[src/rtl/dual_update_if.sv]
// Handshake and vector bus of the ADMM dual-update stage.
// prim_res exists only when DUAL_RESIDUAL_EN is defined.
interface dual_update_if #(
    parameter int unsigned STATE_DIM   = 12,
    parameter int unsigned CONTROL_DIM = 4,
    parameter int unsigned W           = 16
);
    logic                              start;
    logic [STATE_DIM-1:0][W-1:0]       x_k;
    logic [STATE_DIM-1:0][W-1:0]       v_k;
    logic [STATE_DIM-1:0][W-1:0]       y_k;
    logic [CONTROL_DIM-1:0][W-1:0]     u_k;
    logic [CONTROL_DIM-1:0][W-1:0]     z_k;
    logic [CONTROL_DIM-1:0][W-1:0]     g_k;
    logic [STATE_DIM-1:0][W-1:0]       y_next;
    logic [CONTROL_DIM-1:0][W-1:0]     g_next;
    logic                              busy;
    logic                              done;
`ifdef DUAL_RESIDUAL_EN
    logic [W-1:0]                      prim_res;
`endif

    modport master (
        output start, x_k, v_k, y_k, u_k, z_k, g_k,
        input  y_next, g_next, busy, done
`ifdef DUAL_RESIDUAL_EN
        , input prim_res
`endif
    );

    modport slave (
        input  start, x_k, v_k, y_k, u_k, z_k, g_k,
        output y_next, g_next, busy, done
`ifdef DUAL_RESIDUAL_EN
        , output prim_res
`endif
    );
endinterface

[src/rtl/dual_update.sv]
// ADMM dual-variable update: y' = sat(y + x - v), g' = sat(g + u - z), one element per cycle.
// Optional max primal residual output guarded by DUAL_RESIDUAL_EN.
module dual_update #(
    parameter int unsigned STATE_DIM   = 12,
    parameter int unsigned CONTROL_DIM = 4,
    parameter int unsigned W           = 16
) (
    input  logic          clk,
    input  logic          reset,
    dual_update_if.slave  bus
);

    if (STATE_DIM == 0 || CONTROL_DIM == 0) begin : g_bad_dim
        $error("dual_update: STATE_DIM and CONTROL_DIM must be non-zero");
    end

    localparam int unsigned MaxDim = (STATE_DIM > CONTROL_DIM) ? STATE_DIM : CONTROL_DIM;
    localparam int unsigned IdxW   = (MaxDim > 1) ? $clog2(MaxDim) : 1;

    localparam logic [IdxW-1:0] LastSt = IdxW'(STATE_DIM - 1);
    localparam logic [IdxW-1:0] LastCt = IdxW'(CONTROL_DIM - 1);

    localparam logic [W-1:0] SatMax = {1'b0, {(W-1){1'b1}}};
    localparam logic [W-1:0] SatMin = {1'b1, {(W-1){1'b0}}};

    localparam logic [1:0] StIdle = 2'd0;
    localparam logic [1:0] StSt   = 2'd1;
    localparam logic [1:0] StCt   = 2'd2;
    localparam logic [1:0] StDone = 2'd3;

    logic [1:0]                      state_q, state_d;
    logic [IdxW-1:0]                 idx_q, idx_d;
    logic                            load;

    logic [STATE_DIM-1:0][W-1:0]     x_q, v_q, y_q;
    logic [CONTROL_DIM-1:0][W-1:0]   u_q, z_q, g_q;
    logic [STATE_DIM-1:0][W-1:0]     y_next_q, y_next_d;
    logic [CONTROL_DIM-1:0][W-1:0]   g_next_q, g_next_d;

    logic [W-1:0]                    op_a, op_b, op_dual;
    logic [W:0]                      diff;
    logic [W+1:0]                    sum;
    logic [W-1:0]                    sat_res;
    logic                            wr_en;

    // Sequencing: one element per edge through ST then CT.
    always_comb begin
        state_d = state_q;
        idx_d   = idx_q;
        load    = 1'b0;
        unique case (state_q)
            StIdle: begin
                if (bus.start) begin
                    load    = 1'b1;
                    state_d = StSt;
                    idx_d   = '0;
                end
            end
            StSt: begin
                if (idx_q == LastSt) begin
                    state_d = StCt;
                    idx_d   = '0;
                end else begin
                    idx_d = idx_q + IdxW'(1);
                end
            end
            StCt: begin
                if (idx_q == LastCt) begin
                    state_d = StDone;
                    idx_d   = '0;
                end else begin
                    idx_d = idx_q + IdxW'(1);
                end
            end
            StDone: begin
                state_d = StIdle;
            end
            default: begin
                state_d = StIdle;
                idx_d   = '0;
            end
        endcase
    end

    assign wr_en = (state_q == StSt) || (state_q == StCt);

    // Shared datapath: pick the element addressed by idx from the snapshot.
    always_comb begin
        op_a    = '0;
        op_b    = '0;
        op_dual = '0;
        for (int i = 0; i < int'(STATE_DIM); i++) begin
            if (state_q == StSt && idx_q == IdxW'(i)) begin
                op_a    = x_q[i];
                op_b    = v_q[i];
                op_dual = y_q[i];
            end
        end
        for (int j = 0; j < int'(CONTROL_DIM); j++) begin
            if (state_q == StCt && idx_q == IdxW'(j)) begin
                op_a    = u_q[j];
                op_b    = z_q[j];
                op_dual = g_q[j];
            end
        end
    end

    always_comb begin
        diff = {op_a[W-1], op_a} - {op_b[W-1], op_b};
        sum  = {{2{op_dual[W-1]}}, op_dual} + {diff[W], diff};
        // In range exactly when the three top bits agree.
        if (sum[W+1:W-1] == 3'b000 || sum[W+1:W-1] == 3'b111) begin
            sat_res = sum[W-1:0];
        end else if (sum[W+1]) begin
            sat_res = SatMin;
        end else begin
            sat_res = SatMax;
        end
    end

    always_comb begin
        y_next_d = y_next_q;
        g_next_d = g_next_q;
        for (int i = 0; i < int'(STATE_DIM); i++) begin
            if (state_q == StSt && idx_q == IdxW'(i)) begin
                y_next_d[i] = sat_res;
            end
        end
        for (int j = 0; j < int'(CONTROL_DIM); j++) begin
            if (state_q == StCt && idx_q == IdxW'(j)) begin
                g_next_d[j] = sat_res;
            end
        end
    end

    always_ff @(posedge clk) begin
        if (reset) begin
            state_q  <= StIdle;
            idx_q    <= '0;
            x_q      <= '0;
            v_q      <= '0;
            y_q      <= '0;
            u_q      <= '0;
            z_q      <= '0;
            g_q      <= '0;
            y_next_q <= '0;
            g_next_q <= '0;
        end else begin
            state_q  <= state_d;
            idx_q    <= idx_d;
            y_next_q <= y_next_d;
            g_next_q <= g_next_d;
            if (load) begin
                x_q <= bus.x_k;
                v_q <= bus.v_k;
                y_q <= bus.y_k;
                u_q <= bus.u_k;
                z_q <= bus.z_k;
                g_q <= bus.g_k;
            end
        end
    end

`ifdef DUAL_RESIDUAL_EN
    logic [W:0]   mag;
    logic [W-1:0] mag_sat;
    logic [W-1:0] prim_res_q, prim_res_d;

    always_comb begin
        mag        = diff[W] ? (~diff + (W+1)'(1)) : diff;
        mag_sat    = (mag[W:W-1] != 2'b00) ? SatMax : mag[W-1:0];
        prim_res_d = prim_res_q;
        if (load) begin
            prim_res_d = '0;
        end else if (wr_en && (mag_sat > prim_res_q)) begin
            prim_res_d = mag_sat;
        end
    end

    always_ff @(posedge clk) begin
        if (reset) begin
            prim_res_q <= '0;
        end else begin
            prim_res_q <= prim_res_d;
        end
    end

    assign bus.prim_res = prim_res_q;
`endif

    assign bus.y_next = y_next_q;
    assign bus.g_next = g_next_q;
    assign bus.busy   = wr_en;
    assign bus.done   = (state_q == StDone);

endmodule
[src/flat_wrapper.sv]
// flat-port wrapper written by rule: the top's interface ports become plain ports
module dual_update_flat 
#(
    parameter int unsigned STATE_DIM   = 12,
    parameter int unsigned CONTROL_DIM = 4,
    parameter int unsigned W           = 16
)
  (clk, reset, bus_start, bus_x_k, bus_v_k, bus_y_k, bus_u_k, bus_z_k, bus_g_k, bus_y_next, bus_g_next, bus_busy, bus_done);
  dual_update_if #(.STATE_DIM(STATE_DIM), .CONTROL_DIM(CONTROL_DIM), .W(W)) bus_i ();
  input  logic clk;
  input  logic reset;
  input wire logic [$bits(bus_i.start)-1:0] bus_start;
  input wire logic [$bits(bus_i.x_k)-1:0] bus_x_k;
  input wire logic [$bits(bus_i.v_k)-1:0] bus_v_k;
  input wire logic [$bits(bus_i.y_k)-1:0] bus_y_k;
  input wire logic [$bits(bus_i.u_k)-1:0] bus_u_k;
  input wire logic [$bits(bus_i.z_k)-1:0] bus_z_k;
  input wire logic [$bits(bus_i.g_k)-1:0] bus_g_k;
  output wire logic [$bits(bus_i.y_next)-1:0] bus_y_next;
  output wire logic [$bits(bus_i.g_next)-1:0] bus_g_next;
  output wire logic [$bits(bus_i.busy)-1:0] bus_busy;
  output wire logic [$bits(bus_i.done)-1:0] bus_done;
  assign bus_i.start = bus_start;
  assign bus_i.x_k = bus_x_k;
  assign bus_i.v_k = bus_v_k;
  assign bus_i.y_k = bus_y_k;
  assign bus_i.u_k = bus_u_k;
  assign bus_i.z_k = bus_z_k;
  assign bus_i.g_k = bus_g_k;
  assign bus_y_next = bus_i.y_next;
  assign bus_g_next = bus_i.g_next;
  assign bus_busy = bus_i.busy;
  assign bus_done = bus_i.done;
  dual_update #(.STATE_DIM(STATE_DIM), .CONTROL_DIM(CONTROL_DIM), .W(W)) u_core (.clk(clk), .reset(reset), .bus(bus_i));
endmodule
[config.mk]
export PLATFORM = sky130hd
export DESIGN_NAME = dual_update_flat
export DESIGN_NICKNAME = d
export VERILOG_FILES = /design/src/rtl/dual_update_if.sv /design/src/rtl/dual_update.sv /design/src/flat_wrapper.sv
export SDC_FILE = /design/constraint.sdc
export NUM_CORES = 2
export LEC_CHECK = 0
export BUFFER_PORTS_ARGS = -buffer_cell sky130_fd_sc_hd__buf_2
export CORE_AREA = 2 2 404 406
export DETAILED_ROUTE_END_ITERATION = 10
export DIE_AREA = 0 0 406 408
export PLACE_DENSITY = 0.54
export SYNTH_ARGS = -nofsm -noshare
export SYNTH_HDL_FRONTEND = slang
export SYNTH_SLANG_ARGS = --single-unit
[constraint.sdc]
create_clock -name clk -period 15.1 [get_ports clk]
set_input_delay 1.51 -clock clk [delete_from_list [all_inputs] [get_ports clk]]
set_output_delay 1.51 -clock clk [all_outputs]
set_load 0.05 [all_outputs]
==> impl_results.md <==
* Largest net degree at the start of global routing at 219
* IO Port Bufs at 1028
* Total global-route track usage at 0.272
* Initial Util at 0.266
* First-pass GRT wire length at 322 mm
* Area of the multi-input gates at 0.0206 sq mm
* Hold-fix buffers, CTS at 0
* Number of global-route vias before repair at 41.9k
* Synth top area cells: dfxtp_1 (48%), nand2_1 (14%), a21oi_1 (12%)
* Routability congestion estimate at 0.939
* Clock buffer count from CTS at 117
* I/O pin total at 1029
* PostCTS Resize Cnt at 0
* F_max at 105 MHz
* Total of max-cap violations at 0
* Final Util at 0.334
* Vias at 44.9k
* Register area at 0.0206 sq mm
* Netlist cell types at 71
* Initial DRC Count at 4721
* Setup TNS at 0 ns
* Mapped Area at 0.0430 sq mm
* Clock Pin Slew Worst Setup and Hold Paths at 0.06 ns
* # rows at 148
* Fin cells at 8586
* Synth-to-Final Area Change at 25.3%
* Clock latency on the worst-skew pair at 0.77 ns
* Worst-case clock skew at 0.0649 ns
* Filler cells at 17.4k
* Fin nets at 7108
* Pwr dens at 247 mW/mm^2
* Number of synthesized flops with an enable pin at 0
* Leak at 21.5 nW
* Share of the synthesized area in the top cell type at 0.479
* Nature of the critical path startpoint: flip-flop
* Worst EP required at 15.65 ns
* Post-Syn Nets at 6395
* Final min period at 9.54 ns
* Dpl cells at 8349
* Crit share post-route at 0.632
* Unrepaired setup endpoints after global routing: false
* Setup CP Type: reg2reg
* Status: finished clean
* Fraction of registers with async set/reset at 0
* Main flop type after synthesis: dfxtp_1
* Top cells by count, synth: nand2_1 (1641), a21oi_1 (1030), dfxtp_1 (1030)
* Die footprint at 0.166 sq mm
* Share of cells above drive strength 1 at 0.215
* DRT antenna net count at 0
* DR WL/cell at 27.6 um
* WP data arrival at 10.09 ns
* Proportion of synthesized chip area in sequential cells at 0.479
* Post-synthesis register bit count at 1030
* CTS root buf: clkbuf_16
* Syn Inst Count at 5580
* Drt via density at 5.23
* Max Buffers Root-to-Sink at 3
* Die Y-Extent at 408 um
* Final hold vios at 0
* Slew at the pin with the worst max-slew slack at 1.38 ns
* Routed Wire Length at 237 mm
* Slew HR at 0.0769
* Max H-tree Level at 3
* Worst vdd ir at 664 uV
* Cell taking the most area after synthesis: dfxtp_1
* Die X at 406 um
* Overflow after GRT at 0
* Hold crit path type: reg2reg
* Yosys warning count at 0
* Crit end category: flip-flop
* Mapped Avg Cell Area at 7.71 sq um
* Maximum fanout along the worst path at 39
* Final setup vio count at 0
* DRC at 0
* Initial antenna violation count at 86
* Setup bufs post-CTS at 0
* Max-slew violations at 0
* Pre-CTS WS at 5.71 ns
* Most frequent cell after synthesis: nand2_1
* CTS tree: done
* Final setup margin at 5.56 ns
* HPWL after DPL at 178 mm
* CTS Sinks at 1030
* Core Box Area at 0.162 sq mm
* 1st-pass router iterations at 9
[cell usage in the layout, fill, tap and decap left out, drive strengths merged, types with 25 or more instances in the layout]
master	instances
a221o	31
ha	28
o211ai	61
o21ai	204
nand3	40
nor2	280
o22ai	74
clkinv	26
a22oi	30
dfxtp	1030
inv	54
nand2	1641
a211oi	159
a221oi	69
nor3	28
buf	1096
a21oi	1044
o221ai	47
diode	25
clkbuf	168
[per-layer routing]
| metal | up-vias | part of all wire | wire length [um] | track usage |
|---|---|---|---|---|
| met2 | 2043 | 0.45 | 108000 | 0.436 |
| li1 | 20700 | - | - | - |
| met5 | - | 0.0016 | 382 | 0 |
| met3 | 373 | 0.081 | 19100 | 0.0546 |
| met4 | 64 | 0.035 | 8220 | 0.0897 |
| met1 | 21800 | 0.43 | 102000 | 0.365 |
[cells by family (layout without fill, tap and decap cells)]
| logic type | Yosys count | in the layout | synth area share |
|---|---|---|---|
| buffers and inverters | 551 | 1357 | 0.0497 |
| adder cells (fa/ha/maj) | 44 | 44 | 0.0156 |
| flip-flops | 1030 | 1030 | 0.479 |
| multiplexers | 3 | 3 | 0.000698 |
| other | 0 | 25 | 0 |
| AND/OR/NAND/NOR | 2099 | 2099 | 0.194 |
| XOR/XNOR | 13 | 13 | 0.00265 |
| AO/OA/AOI/OAI | 1840 | 1840 | 0.259 |
[area by class of cell]
type	count	share of cell area
inverters	49	0.00341
clock buffers	168	0.0638
multi-input cells	3999	0.381
clock inverters	44	0.0115
flip-flops and latches	1030	0.382
well taps	2175	0.0504
diodes	25	0.00116
repair buffers	1096	0.107
[worst max-delay path, cell delays in order (launching register included)]
cell and delay, ns:
dfxtp_1 0.35, inv_1 0.11, ha_1 0.77, nand2_1 0.34, nor2_4 0.85, buf_4 0.64, nor2_1 0.50, a222oi_1 1.02
a31oi_1 0.42, o21ai_0 0.69, fa_1 0.54, inv_1 0.07, ha_1 0.29, nand2_1 0.12, o21ai_1 0.15, a211oi_1 0.48
a21oi_4 0.31, o2111a_2 0.25, buf_4 0.32, a21oi_4 0.85, a211oi_1 0.17
[power by group]
part	switching [W]	leakage [nW]	internal [W]	total, W
Sequential	0.000303	8.41	0.00314	0.00344
Combinational	0.00547	11.1	0.00140	0.00687
Clock	0.00127	1.99	0.00174	0.00301
Total	0.00704	21.5	0.00628	0.0133
[path summary, 6_finish.rpt]
kind / from / to / slack (ns) / cells after the start
setup / recovery: u_core.state_q[1]$_SDFFE_PP0P_ / u_core.bus.y_next[158]$_SDFFE_PP0P_ / 5.56 / 20
setup reg to reg: u_core.state_q[1]$_SDFFE_PP0P_ / u_core.bus.y_next[158]$_SDFFE_PP0P_ / 5.56 / 20
hold reg to reg: u_core.v_q[21]$_SDFFE_PP0P_ / u_core.v_q[21]$_SDFFE_PP0P_ / 0.45 / 2
hold / removal: u_core.v_q[21]$_SDFFE_PP0P_ / u_core.v_q[21]$_SDFFE_PP0P_ / 0.45 / 2
[per-stage QoR]
step | area (sq um) | hold WS (ns) | power (W)
2_1_floorplan | 43000 | 0.431 | 0.00744
3_5_place_dp | 49800 | 0.444 | 0.0104
5_1_grt | 53900 | 0.463 | 0.0139
4_1_cts | 53900 | 0.452 | 0.0134
6_report | 54000 | 0.451 | 0.0133
3_3_place_gp | 49800 | 0.441 | 0.0104
[sequential cells by signal, indices dropped and copies added (netlist names)]
signal,cells
u_core.bus.y_next,192
u_core.v_q,192
u_core.x_q,192
u_core.y_q,192
u_core.bus.g_next,64
u_core.g_q,64
u_core.u_q,64
u_core.z_q,64
u_core.idx_q,4
u_core.state_q,2
No activity file was read; power rests on OpenSTA's default activity.
